`src/rtl/simon_input_conditioner_if.sv`:
```
// Signal bundle between the board-side raw controls and the Simon core inputs.
// The conditioner is the slave: it takes in raw button/switches and drives the clean outputs.
interface simon_input_conditioner_if;
    logic       btn_raw;
    logic [3:0] sw_pattern;
    logic       sw_level;
    logic       pclk;
    logic [3:0] pattern;
    logic       level;
    logic       press;

    modport master (
        output btn_raw, sw_pattern, sw_level,
        input  pclk, pattern, level, press
    );

    modport slave (
        input  btn_raw, sw_pattern, sw_level,
        output pclk, pattern, level, press
    );
endinterface

```
`src/rtl/simon_input_conditioner.sv`:
```
// Synchronizes and debounces the board button and switches, then emits one glitch-free
// pclk pulse per press with pattern/level frozen around it (setup before, hold after).
module simon_input_conditioner #(
    parameter int DEBOUNCE_CYCLES = 16,
    parameter int PULSE_CYCLES    = 4
) (
    input  logic                       clk,
    input  logic                       rst,
    simon_input_conditioner_if.slave   io
);

    localparam int DW = $clog2(DEBOUNCE_CYCLES + 1);
    localparam int PW = (PULSE_CYCLES > 1) ? $clog2(PULSE_CYCLES) : 1;
    localparam logic [DW-1:0] DB_LAST = DW'(DEBOUNCE_CYCLES - 1);
    localparam logic [PW-1:0] P_LAST  = PW'(PULSE_CYCLES - 1);

    localparam logic [1:0] ST_IDLE  = 2'd0;
    localparam logic [1:0] ST_SETUP = 2'd1;
    localparam logic [1:0] ST_HIGH  = 2'd2;
    localparam logic [1:0] ST_HOLD  = 2'd3;

    logic          btn_meta, btn_sync;
    logic [4:0]    sw_meta, sw_sync;
    logic          btn_db, btn_db_q;
    logic [DW-1:0] btn_cnt;
    logic [4:0]    sw_db, sw_cand;
    logic [DW-1:0] sw_cnt;
    logic          press_r;
    logic [1:0]    state;
    logic [PW-1:0] pcnt;
    logic          pclk_r;
    logic [3:0]    pattern_r;
    logic          level_r;

    // NOTE: all state uses non-blocking assignments so every flop samples pre-edge values,
    // which is what makes the two synchronizer stages a real two-flop chain.
    always_ff @(posedge clk or negedge rst) begin
        if (!rst) begin
            btn_meta <= 1'b0;
            btn_sync <= 1'b0;
            sw_meta  <= '0;
            sw_sync  <= '0;
        end else begin
            btn_meta <= io.btn_raw;
            btn_sync <= btn_meta;
            sw_meta  <= {io.sw_level, io.sw_pattern};
            sw_sync  <= sw_meta;
        end
    end

    // Button: accept a new level only after DEBOUNCE_CYCLES consecutive disagreeing cycles.
    always_ff @(posedge clk or negedge rst) begin
        if (!rst) begin
            btn_db  <= 1'b0;
            btn_cnt <= '0;
        end else if (btn_sync == btn_db) begin
            btn_cnt <= '0;
        end else if (btn_cnt >= DB_LAST) begin
            btn_db  <= btn_sync;
            btn_cnt <= '0;
        end else begin
            btn_cnt <= btn_cnt + DW'(1);
        end
    end

    // Switches: one counter for the whole vector; a new candidate restarts the count at one.
    always_ff @(posedge clk or negedge rst) begin
        if (!rst) begin
            sw_db   <= '0;
            sw_cand <= '0;
            sw_cnt  <= '0;
        end else if (sw_sync == sw_db) begin
            sw_cand <= sw_db;
            sw_cnt  <= '0;
        end else if (sw_sync != sw_cand) begin
            sw_cand <= sw_sync;
            sw_cnt  <= DW'(1);
        end else if (sw_cnt >= DB_LAST) begin
            sw_db   <= sw_cand;
            sw_cnt  <= '0;
        end else begin
            sw_cnt  <= sw_cnt + DW'(1);
        end
    end

    always_ff @(posedge clk or negedge rst) begin
        if (!rst) begin
            btn_db_q <= 1'b0;
            press_r  <= 1'b0;
        end else begin
            btn_db_q <= btn_db;
            press_r  <= btn_db & ~btn_db_q;
        end
    end

    // Pulse sequencer: outputs are registered so pclk never glitches; presses outside IDLE are dropped.
    always_ff @(posedge clk or negedge rst) begin
        if (!rst) begin
            state     <= ST_IDLE;
            pcnt      <= '0;
            pclk_r    <= 1'b0;
            pattern_r <= '0;
            level_r   <= 1'b0;
        end else begin
            case (state)
                ST_IDLE: begin
                    pattern_r <= sw_db[3:0];
                    level_r   <= sw_db[4];
                    pclk_r    <= 1'b0;
                    if (press_r) state <= ST_SETUP;
                end
                ST_SETUP: begin
                    state  <= ST_HIGH;
                    pclk_r <= 1'b1;
                    pcnt   <= P_LAST;
                end
                ST_HIGH: begin
                    if (pcnt == '0) begin
                        state  <= ST_HOLD;
                        pclk_r <= 1'b0;
                        pcnt   <= P_LAST;
                    end else begin
                        pcnt <= pcnt - PW'(1);
                    end
                end
                ST_HOLD: begin
                    if (pcnt == '0) state <= ST_IDLE;
                    else            pcnt  <= pcnt - PW'(1);
                end
                default: begin
                    state  <= ST_IDLE;
                    pclk_r <= 1'b0;
                end
            endcase
        end
    end

    assign io.pclk    = pclk_r;
    assign io.pattern = pattern_r;
    assign io.level   = level_r;
    assign io.press   = press_r;

endmodule

```
`src/flat_wrapper.sv`:
```
// flat-port wrapper written by rule: the top's interface ports become plain ports
module simon_input_conditioner_flat 
#(
    parameter int DEBOUNCE_CYCLES = 16,
    parameter int PULSE_CYCLES    = 4
)
  (clk, rst, io_btn_raw, io_sw_pattern, io_sw_level, io_pclk, io_pattern, io_level, io_press);
  simon_input_conditioner_if io_i ();
  input  logic clk;
  input  logic rst;
  input wire logic [$bits(io_i.btn_raw)-1:0] io_btn_raw;
  input wire logic [$bits(io_i.sw_pattern)-1:0] io_sw_pattern;
  input wire logic [$bits(io_i.sw_level)-1:0] io_sw_level;
  output wire logic [$bits(io_i.pclk)-1:0] io_pclk;
  output wire logic [$bits(io_i.pattern)-1:0] io_pattern;
  output wire logic [$bits(io_i.level)-1:0] io_level;
  output wire logic [$bits(io_i.press)-1:0] io_press;
  assign io_i.btn_raw = io_btn_raw;
  assign io_i.sw_pattern = io_sw_pattern;
  assign io_i.sw_level = io_sw_level;
  assign io_pclk = io_i.pclk;
  assign io_pattern = io_i.pattern;
  assign io_level = io_i.level;
  assign io_press = io_i.press;
  simon_input_conditioner #(.DEBOUNCE_CYCLES(DEBOUNCE_CYCLES), .PULSE_CYCLES(PULSE_CYCLES)) u_core (.clk(clk), .rst(rst), .io(io_i));
endmodule
```
`config.mk`:
```
export PLATFORM = sky130hd
export DESIGN_NAME = simon_input_conditioner_flat
export DESIGN_NICKNAME = d
export VERILOG_FILES = /design/src/rtl/simon_input_conditioner_if.sv /design/src/rtl/simon_input_conditioner.sv /design/src/flat_wrapper.sv
export SDC_FILE = /design/constraint.sdc
export NUM_CORES = 1
export LEC_CHECK = 0
export CORE_MARGIN = 2
export CORE_UTILIZATION = 46
export CTS_CLUSTER_DIAMETER = 150
export DETAILED_ROUTE_END_ITERATION = 7
export GPL_TIMING_DRIVEN = 0
export PLACE_DENSITY = 0.63
export SETUP_SLACK_MARGIN = 0.1
export SLEW_MARGIN = 30
export SYNTH_ARGS = -nofsm -noshare
export SYNTH_HDL_FRONTEND = slang
export SYNTH_SLANG_ARGS = --single-unit
```
`constraint.sdc`:
```
create_clock -name clk -period 1.8 [get_ports clk]
set_input_delay 0.36 -clock clk [delete_from_list [all_inputs] [get_ports clk]]
set_output_delay 0.36 -clock clk [all_outputs]
set_load 0.1 [all_outputs]
```
# Yosys cells after proc, flatten, opt, wreduce, memory -nomap -nowiden
# Index checks and enable logic that the tools add are counted.
# word_totals
ff_bits	45
out_inout_bits	7
word_cells	62
# classes
add_sub_neg	3
order_cmp	2
eq_ne	10
n_mux	16
n_bitwise	5
n_reduce_logical	10
# op_table
op	count
5-bit 2-to-1 mux	7
5-bit by 1-bit adder with 5-bit output (second input constant)	2
5-bit by 4-bit greater-or-equal comparator with 1-bit output (second input constant)	2
2-bit 2-to-1 mux	5
2-bit case mux with 4 select lines	1
2-bit by 1-bit inequality test with 1-bit output (second input constant)	3
2-bit case mux with 3 select lines	1
2-bit AND reduction	3
3-bit AND reduction	2
3-bit nonzero test	2
5-bit == test	1
5-bit inequality test	1
2-bit == test (second input constant)	2
2-bit logical NOT	2
1-bit NOT	4
1-bit case mux with 3 select lines	1
2-bit by 1-bit == test with 1-bit output (second input constant)	1
2-bit inequality test (second input constant)	1
2-bit nonzero test	1
2-bit by 1-bit subtractor with 2-bit output (second input constant)	1
1-bit AND	1
1-bit == test	1
1-bit 2-to-1 mux	1

# Logic depth before layout (Yosys ltp)
# Gate-level depths: netlist of run 1.
# depth
word_depth	4
mapped_depth	7

# Least setup slack after synthesis of run 1
# OpenSTA, ideal clock, no wires.
# synth_path
path_kind	reg-to-reg
start	register u_core.sw_cnt[0]
end	register u_core.sw_db[0]
setup_ns	0.125
t_arrival_ns	1.555
required_ns	1.675
setup_slack_ns	0.120
path_stages_with_launch	8
path_buffers	0
cell_sequence	dfrtp_1 > ha_1 > and3_1 > ha_1 > nor2_1 > nand2_1 > nand3_2 > mux2_2
# synth_between
elab_chain_len	2
# synth_lines
item	line	source
start, declared	simon_input_conditioner.sv:27	logic [DW-1:0] sw_cnt;
start signal, assigned	simon_input_conditioner.sv:82	sw_cnt <= sw_cnt + DW'(1);
5-bit by 4-bit greater-or-equal comparator with 1-bit output	simon_input_conditioner.sv:78	end else if (sw_cnt >= DB_LAST) begin
3-bit AND reduction (no line)	n/a	
end signal, assigned	simon_input_conditioner.sv:79	sw_db <= sw_cand;
end, declared	simon_input_conditioner.sv:26	logic [4:0] sw_db, sw_cand;
# No other way between the ends.
# A chain may end at the register's enable or synchronous reset.

# Final worst setup path of run 1
# Same ends and word-level chain as after synthesis.

==> results of run 1 <==
per-stage QoR:
step	area (µm²)	setup TNS [ns]
global route	2260	0
detailed placement	2030	-0.318
CTS	2200	0
global placement	2010	-33.01
floorplan	1810	0
finish	2260	0
path summary, 6_finish.rpt:
check                                                   end  slack [ns]                   startpoint  cells past startpoint
max in group asynchronous       u_core.btn_cnt[4]$_DFF_PN0_        1.23                          rst                      2
max reg2reg                     u_core.sw_db[0]$_DFFE_PN0P_        0.14   u_core.sw_cnt[0]$_DFF_PN0_                      7
min reg2reg                     u_core.sw_sync[3]$_DFF_PN0_        0.35  u_core.sw_meta[3]$_DFF_PN0_                      0
min in group clk                u_core.sw_sync[3]$_DFF_PN0_        0.35  u_core.sw_meta[3]$_DFF_PN0_                      0
min                        u_core.io.pattern[3]$_DFFE_PN0N_        0.06                          rst                      1
max                             u_core.sw_db[0]$_DFFE_PN0P_        0.14   u_core.sw_cnt[0]$_DFF_PN0_                      7
final cells by class:
class,instances,area (µm²),area share (%)
flip-flops and latches,45,1130,49.8
multi-input cells,77,687,30.3
repair buffers,24,239,10.6
clock buffers,8,80.1,3.54
well taps,48,60.1,2.65
inverters,10,37.5,1.66
plain buffers,6,33.8,1.49
power breakdown:
group,internal [mW],total (mW),leakage (nW),switching (mW)
Sequential,1.09,1.14,0.568,0.0527
Combinational,0.264,0.585,0.457,0.321
Clock,0.276,0.578,0.0395,0.302
Total,1.63,2.31,1.06,0.676
timing repair:
action                                  in CTS  in global routing
pin swaps                                    3                  5
endpoints found under the setup margin      15                 14
resized for setup                           29                 11
buffers inserted                             6                  3
hold endpoints to repair                     0                  0
placed cells by master (no fill, tap or decap), drive strengths merged, types with 3 or more instances in the layout:
cell type / Yosys / routed
a21oi: 3 / 3
buf: 1 / 12
clkbuf: 4 / 12
clkdlybuf4s15: 0 / 7
clkdlybuf4s50: 0 / 6
dfrtp: 45 / 45
ha: 10 / 10
inv: 10 / 10
mux2: 13 / 13
nand3: 3 / 3
nand4: 3 / 3
nor2: 11 / 11
nor3: 3 / 3
xnor2: 8 / 8
xor2: 5 / 5
metal layers:
| metal | up-vias | part of all wire [%] | routed length [µm] |
|---|---|---|---|
| met2 | 18 | 51 | 1420 |
| met1 | 537 | 43 | 1200 |
| met3 | 4 | 3.9 | 107 |
| met5 | - | 0 | 0 |
| met4 | 0 | 1.5 | 41 |
| li1 | 529 | - | - |
cell families after synthesis:
logic type,after synthesis
adder cells (fa/ha/maj),10
AO/OA/AOI/OAI,10
AND/OR/NAND/NOR,31
multiplexers,13
flip-flops,45
XOR/XNOR,13
buffers and inverters,16
flip-flops by register name (all words and copies together), names as in the netlist:
name	flops
u_core.state	2
u_core.sw_meta	5
u_core.sw_cand	5
u_core.pcnt	2
u_core.io.level	1
u_core.btn_meta	1
u_core.io.pattern	4
u_core.btn_sync	1
u_core.sw_sync	5
u_core.io.press	1
u_core.btn_db_q	1
u_core.sw_cnt	5
u_core.btn_db	1
u_core.io.pclk	1
u_core.sw_db	5
u_core.btn_cnt	5
==> flow_summary.yaml, run 1 <==
sta:
  fin_crit_sh_pct: 92.1
  skew_ns: 0.0115
  slew_headroom_pct: 60.5
  min_period_ns: 1.66
  hold_ws_ns: 0.0640
  final-hold-violation-count: 0
  tightest_slew_ns: 0.593
  maxSlewViolCount: 0
  setup_viol: 0
  rsz0062_at_grt: "no"
  worst_slack_ns: 0.143
  fmax_ghz: 0.603
detailed_routing:
  drtAntennaViolNets: 0
  wire_per_inst_um: 12.7
  drcViolationCount: 0
  first_pass_iters: 4
  vias: 1088
  drt_iter0_drc: 23
  viasPerCell: 4.99
  drt_wl_total_mm: 2.77
clock_network:
  holdBufCountCts: 0
  clk_latency_ns: 0.29
  htree_levels: 2
  cts_buffers: 5
  clk_pin_slew_ns: 0.08
  cts.sinks: 45
  ctsLongestPathBuffers: 2
  root_buffer: "clkbuf_8"
  cts_tree: "yes"
floorplanning:
  rows: 22
  die_w_um: 66.7
  initial_core_util_pct: 48.7
  fp.dieH_um: 66.7
  core_region_area_um2: 3720
  io_pins: 15
  fp.dieArea_um2: 4450
power_and_ir_drop:
  p_total_mw: 2.31
  powerDensity_nw_per_um2: 1020
  cellLeakagePower_nw: 1.07
  peakVddDrop_mv: 0.609
critical_path:
  slowest_delay_ns: 0.40
  critPathMaxFanout: 5
  cp_top_family: "simple AND/OR/NAND/NOR gates"
  crit_chain: "ha_2 > and3_4 > ha_4 > nor2_4 > nand2_2 > nand3_4 > mux2_2"
  cp_slowest_cell: "dfrtp_1"
  critPathKind: "flop to flop"
  critPathRequiredTime_ns: 1.99
  worst-path-buf-inv: 0
  crit_path_end_kind: "flop"
  startpoint_type: "flop"
  crit_arrival_ns: 1.84
synth:
  syn_avg_cell_area_um2: 13.1
  synth.area.top_cells: "dfrtp_1 62%, mux2_2 8.1%, ha_1 6.9%"
  yosysTopAreaCellShare_pct: 62.2
  netlist_area_um2: 1810
  synth_top_family_by_area: "simple AND/OR/NAND/NOR gates"
  syn-num-nets: 156
  synth_compound_area_share_pct: 3.46
  synth-xor-area-share_pct: 6.29
  ys_seq_elements: 45
  synth.most_common_cell: "dfrtp_1"
  synth_adder_area_share_pct: 6.91
  synth_cell_type_count: 30
  synth-simple-area-share_pct: 9.33
  synth_top_area_cell: "dfrtp_1"
  yosysSeqAreaShare_pct: 62.2
  yosys-top-cells-count: "45 x dfrtp_1, 13 x mux2_2, 11 x nor2_1"
  async_flop_share_pct: 100
  synthCells: 138
  ys_warn_count: 0
  synth_top_flop_cell: "dfrtp_1"
  muxShareOfSynthArea_pct: 8.09
  synth_edf_count: 0
global_routing:
  grt_use_met1_pct: 17.7
  grt.met2_usage_pct: 24.1
  grt_pass1_vias: 1077
  grt_usage_pct: 14.7
  grt_busiest_layer: "met2"
  grt_max_degree: 26
  grt_pass1_wl_mm: 4.79
  antenna_found_initial: 0
  use_met3_pct: 4.56
  overflow: 0
cells_and_area:
  syn_to_final_growth_pct: 25.0
  drive_gt1_share_pct: 28.2
  final_util_pct: 60.9
  fin_cells: 218
  num-fill-cells: 305
  diodes: 0
  nets: 187
run_status:
  status: "finished clean"
min_path:
  min_path_type: "input port to asynchronous set/reset pin"
flow_run:
  maxCapViolations: 0
place:
  io_buffers: 14
  place_inst: 201
  dp_hpwl_mm: 1.94
  gp_congestion: 0.706
  pre_cts_ws_ns: -0.0494
Power figures use the tool's default switching activity.
==> inputs of run 2 (changes only) <==
--- a/config.mk
+++ b/config.mk
@@ -6,11 +6,12 @@
 export NUM_CORES = 1
 export LEC_CHECK = 0
 export CORE_MARGIN = 2
-export CORE_UTILIZATION = 46
+export CORE_UTILIZATION = 29
+export CTS_BUF_LIST = sky130_fd_sc_hd__clkbuf_16
 export CTS_CLUSTER_DIAMETER = 150
 export DETAILED_ROUTE_END_ITERATION = 7
 export GPL_TIMING_DRIVEN = 0
-export PLACE_DENSITY = 0.63
+export PLACE_DENSITY = 0.43
 export SETUP_SLACK_MARGIN = 0.1
 export SLEW_MARGIN = 30
 export SYNTH_ARGS = -nofsm -noshare
==> run 2 against run 1 <==
Net effect: flip-flop and latch count did not move; combinational power fell by 3%; highest routed layer unchanged; cell count rose by 9.6%; sequential power barely moved; non-clock buffer count fell by 6; critical path type unchanged.
==> flow_summary.yaml, run 2 (synthesis gave the netlist of run 1 again) <==
place:
  dpl_cell_area_um2: 2040
  dp_hpwl_mm: 1.79
  pre_cts_ws_ns: -0.0318
  gp_congestion: 0.746
  io_buffers: 14
flow_run:
  maxCapViolations: 0
global_routing:
  grt_usage_pct: 8.37
  grt_max_degree: 46
  grt_pass1_vias: 1087
  grt_pass1_wl_mm: 4.67
  antenna_found_initial: 0
  overflow: 0
cells_and_area:
  syn_to_final_growth_pct: 27.9
  drive_gt1_share_pct: 25.6
  mostFrequentLayoutCells: "45 x dfrtp_1, 11 x inv_1, 9 x nor2_1"
  fin_area_um2: 2320
  layout_commonest_cell: "dfrtp_1"
  final_util_pct: 38.7
  num-fill-cells: 576
  diodes: 0
  nets: 181
critical_path:
  startpoint_type: "flop"
  crit_path_end_kind: "flop"
  critPathKind: "flop to flop"
  rrSetupSlack_ns: 0.17
  worst-path-buf-inv: 0
  reg2reg_depth: 7
  cp_slowest_cell: "dfrtp_1"
  cp_top_family: "simple AND/OR/NAND/NOR gates"
  crit_arrival_ns: 1.79
  crit_chain: "ha_2 > and3_4 > ha_4 > nor2_4 > nand2_1 > nand3_4 > mux2_4"
  regToRegEndpoint: "u_core.sw_db[0]$_DFFE_PN0P_"
  critPathRequiredTime_ns: 1.96
  slowest_delay_ns: 0.39
  timing.rr.start: "u_core.sw_cnt[0]$_DFF_PN0_"
  critPathMaxFanout: 5
detailed_routing:
  wire_per_inst_um: 11.2
  viasPerCell: 4.37
  first_pass_iters: 3
  vias: 1044
  drt_iter0_drc: 41
  drtAntennaViolNets: 0
  drt_wl_total_mm: 2.67
  drcViolationCount: 0
sta:
  fin_crit_sh_pct: 90.6
  rsz0062_at_grt: "yes"
  slew_headroom_pct: 62.4
  fmax_ghz: 0.613
  final-hold-violation-count: 0
  skew_ns: 0.00338
  maxSlewViolCount: 0
  min_period_ns: 1.63
  tightest_slew_ns: 0.564
  hold_ws_ns: 0.0717
  worst_slack_ns: 0.170
  setup_viol: 0
power_and_ir_drop:
  powerDensity_nw_per_um2: 1160
  p_total_mw: 2.70
  peakVddDrop_mv: 0.536
  cellLeakagePower_nw: 1.08
clock_network:
  cts_tree: "yes"
  clk_latency_ns: 0.28
  cts.sinks: 45
  htree_levels: 2
  ctsLongestPathBuffers: 2
  root_buffer: "clkbuf_16"
  cts_buffers: 5
  clk_pin_slew_ns: 0.06
floorplanning:
  fp.dieArea_um2: 6890
  core_region_area_um2: 5990
  fp.dieH_um: 83.0
  initial_core_util_pct: 30.2
  io_pins: 15
  rows: 28
  die_w_um: 83.0
run_status:
  status: "finished clean"
min_path:
  min_path_type: "input port to asynchronous set/reset pin"
## run 2: cell count changes in the layout (fill, tap and decap cells not counted), moves of 3 or more
cell / previous run / this run
clkbuf_8: 5 / 0
clkbuf_16: 0 / 5
clkbuf_1: 6 / 3
buf_4: 9 / 5
## run 2: routing by layer
| metal | wire (µm) | vias to the layer above | track usage [%] |
|---|---|---|---|
| met2 | 1240 | 18 | 12.8 |
| met1 | 1280 | 508 | 10.8 |
| met3 | 105 | 5 | 2.68 |
| met4 | 47 | 0 | 4.02 |
| met5 | 0 | - | 0 |
| li1 | - | 513 | - |
## run 2: per-stage QoR
step           setup TNS (ns)  cells
2_1_floorplan               0    138
3_3_place_gp           -38.64    227
3_5_place_dp           -0.182    227
4_1_cts                     0    239
5_1_grt                     0    239
6_report                    0    239
## run 2: layout make-up
class	instances	area (µm²)	share of cell area, %
well taps	75	93.8	4.05
repair buffers	18	176	7.62
multi-input cells	77	688	29.7
clock inverters	3	37.5	1.62
plain buffers	6	31.3	1.35
clock buffers	5	125	5.40
flip-flops and latches	45	1130	48.6
inverters	10	37.5	1.62
## run 2: report_power, final
group          internal (mW)  switching, mW  total (mW)
Sequential              1.09         0.0519        1.15
Clock                  0.644          0.340       0.984
Combinational          0.251          0.318       0.569
## run 2: repair_timing
item | in CTS | in global routing
buffers inserted | 4 | 0
resized for setup | 31 | 7
hold buffers | 0 | 0
endpoints found under the setup margin | 15 | 10
pin swaps | 3 | 4
## run 2: worst max path at each step
stage	from	end	slack, ns	cells after the start
6_report	u_core.sw_cnt[0]$_DFF_PN0_	u_core.sw_db[0]$_DFFE_PN0P_	0.17	7
5_1_grt	u_core.state[1]$_DFFE_PN0P_	u_core.state[1]$_DFFE_PN0P_	0.03	6
4_1_cts	u_core.sw_cnt[1]$_DFF_PN0_	u_core.sw_db[4]$_DFFE_PN0P_	0.11	7
3_5_place_dp	u_core.io.pattern[3]$_DFFE_PN0N_	io_pattern[3]	-0.03	1
3_3_place_gp	rst	u_core.pcnt[0]$_DFFE_PN0P_	-0.86	1
2_1_floorplan	u_core.sw_cnt[0]$_DFF_PN0_	u_core.sw_db[0]$_DFFE_PN0P_	0.12	7
## run 2: worst reg2reg max path, delay by kind of cell (launching register included)
family | cells | cell delay [ns]
and+or+nand+nor | 4 | 0.47
DFF | 1 | 0.39
adders and majority gates | 2 | 0.35
muxes | 1 | 0.31
==> edit: new RTL, flow settings as in run 2 <==
`DEBOUNCE_CYCLES` is set to 16 in 2 places; all go to 64.
--- a/src/rtl/simon_input_conditioner.sv
+++ b/src/rtl/simon_input_conditioner.sv
@@ -2,5 +2,5 @@
 // pclk pulse per press with pattern/level frozen around it (setup before, hold after).
 module simon_input_conditioner #(
-    parameter int DEBOUNCE_CYCLES = 16,
+    parameter int DEBOUNCE_CYCLES = 64,
     parameter int PULSE_CYCLES    = 4
 ) (
--- a/src/flat_wrapper.sv
+++ b/src/flat_wrapper.sv
@@ -2,5 +2,5 @@
 module simon_input_conditioner_flat 
 #(
-    parameter int DEBOUNCE_CYCLES = 16,
+    parameter int DEBOUNCE_CYCLES = 64,
     parameter int PULSE_CYCLES    = 4
 )
Formal check against the unedited RTL: no difference found for any inputs over 10 cycles, from zero or initial values and one cycle with rst low; that may be too few to reach the edited logic, so the function may still have changed.
==> edit against run 2 <==
Critical path type unchanged. Sequential share of layout area is essentially flat. Routed wire length increased by 19%. Sequential cell count increased by 4. Design area up 9.1%. Area after synthesis rose by 8.8%. Worst setup slack worse by 33 ps. Critical path depth shrank 2. Synthesized cell count grew 8.0%. Largest cell class unchanged.
Power is not compared: it rests on default switching activity, and its combinational part moved more than twofold at a synthesized area within 25%.
==> edit: results <==
global_routing:
  antenna_violations_before_repair: 0
  grt_usage_pct: 9.58
  grt_pass1_vias: 1165
  grt_max_degree: 50
  grt_pass1_wl_um: 5510
drt:
  vias: 1129
  route.detailed.vias_per_inst: 4.38
  drt_first_iter_violations: 54
  finalWirelength_um: 3190
  drt_pass1_iterations: 2
clock_network:
  h-tree-depth: 2
  cts.root.buffer_cell: "sky130_fd_sc_hd__clkbuf_16"
  cts_buffers: 5
  clock_latency_reported_for_the_late_side_of_the_worst_skew_pair_ps: 290
  clk_pin_slew_worst_paths_ps: 60
setup_path:
  reg2reg_from: "u_core.sw_sync[4]$_DFF_PN0_"
  max_stage_delay_ps: 440
  path_delay_family: "flip-flops"
  ff2ff_path_depth: 5
  cp-endpoint: "u_core.sw_db[4]$_DFFE_PN0P_"
  worst_setup_sp_type: "flip-flop"
  crit_path_top_delay_cell: "sky130_fd_sc_hd__dfrtp_1"
  worstPathArrival_ps: 1830
  worstPathMaxFanout: 5
placed_design:
  placed_cell_area_mm2: 0.00221
  gp_congestion: 0.750
  placed_cells: 244
  hpwlAfterDp_um: 2180
  pre_cts_ws_ps: -50.3
finish:
  layout-drive-gt1-share_pct: 29.8
  biggestRegsByFlops: "u_core.btn_cnt x7, u_core.sw_cnt x7"
  fill_cells: 641
  diodes: 0
  num-nets-final: 193
outcome:
  status: "complete, no violations"
yosys:
  synth_mux_area_share_pct: 7.94
  netlist_top_cells_count: "sky130_fd_sc_hd__dfrtp_1 (49), sky130_fd_sc_hd__mux2_2 (13), sky130_fd_sc_hd__xor2_1 (10)"
  synth_compound_gate_area_share_pct: 6.61
  async_set_or_reset_register_ratio_after_synthesis_pct: 100
  adder_cell_share_of_the_synthesized_area_pct: 5.08
  synth.lib_cells_used.distinct: 28
  syn-mean-instance-area_um2: 13.2
  synth_sequential_area_ratio_pct: 62.3
  synthTopCellsByArea: "sky130_fd_sc_hd__dfrtp_1 (62%), sky130_fd_sc_hd__mux2_2 (7.4%), sky130_fd_sc_hd__ha_1 (5.1%)"
  post_synth_xor_area_fraction_pct: 7.56
  synthesis.yosys.warnings: 0
power_and_ir_drop:
  peakVddDrop_v: 0.000479
  static-leakage-power_uw: 0.00115
sta:
  final.setup.worst_slack_ps: 137
  final.setup_skew_ps: 8.63
  worst-slew-pin-transition_ps: 607
  hold_slack_ps: 80.9
hold_path:
  min_path_type: "in2async"
## edit: power breakdown
part           internal [uW]  total (uW)  switching [uW]
sequential              1270        1400             128
combinational            443        1200             759
clock                    517         916             399
## edit: repair_timing
item	4_1_cts	5_1_grt
pin swaps	3	5
hold endpoints to repair	0	0
resized for setup	34	11
setup buffers	5	1
endpoints found under the setup margin	13	6
## edit: metal layers
metal  GRT usage [%]  up-vias  wire length, um
met5               0        -                0
met4            4.26        0               77
met3            3.24        8              117
met2            14.9       17             1470
met1            12.1      548             1530
li1                -      556                -
## edit: cell type report
type	instances	area (um2)	share of cell area (%)
buffer	6	30.0	1.19
clock buffer	5	125	4.95
inverter	7	26.3	1.04
tap	80	100	3.96
timing repair buffer	20	199	7.88
clock inverter	3	21.3	0.842
sequential	49	1230	48.6
multi-input combinational	88	797	31.6
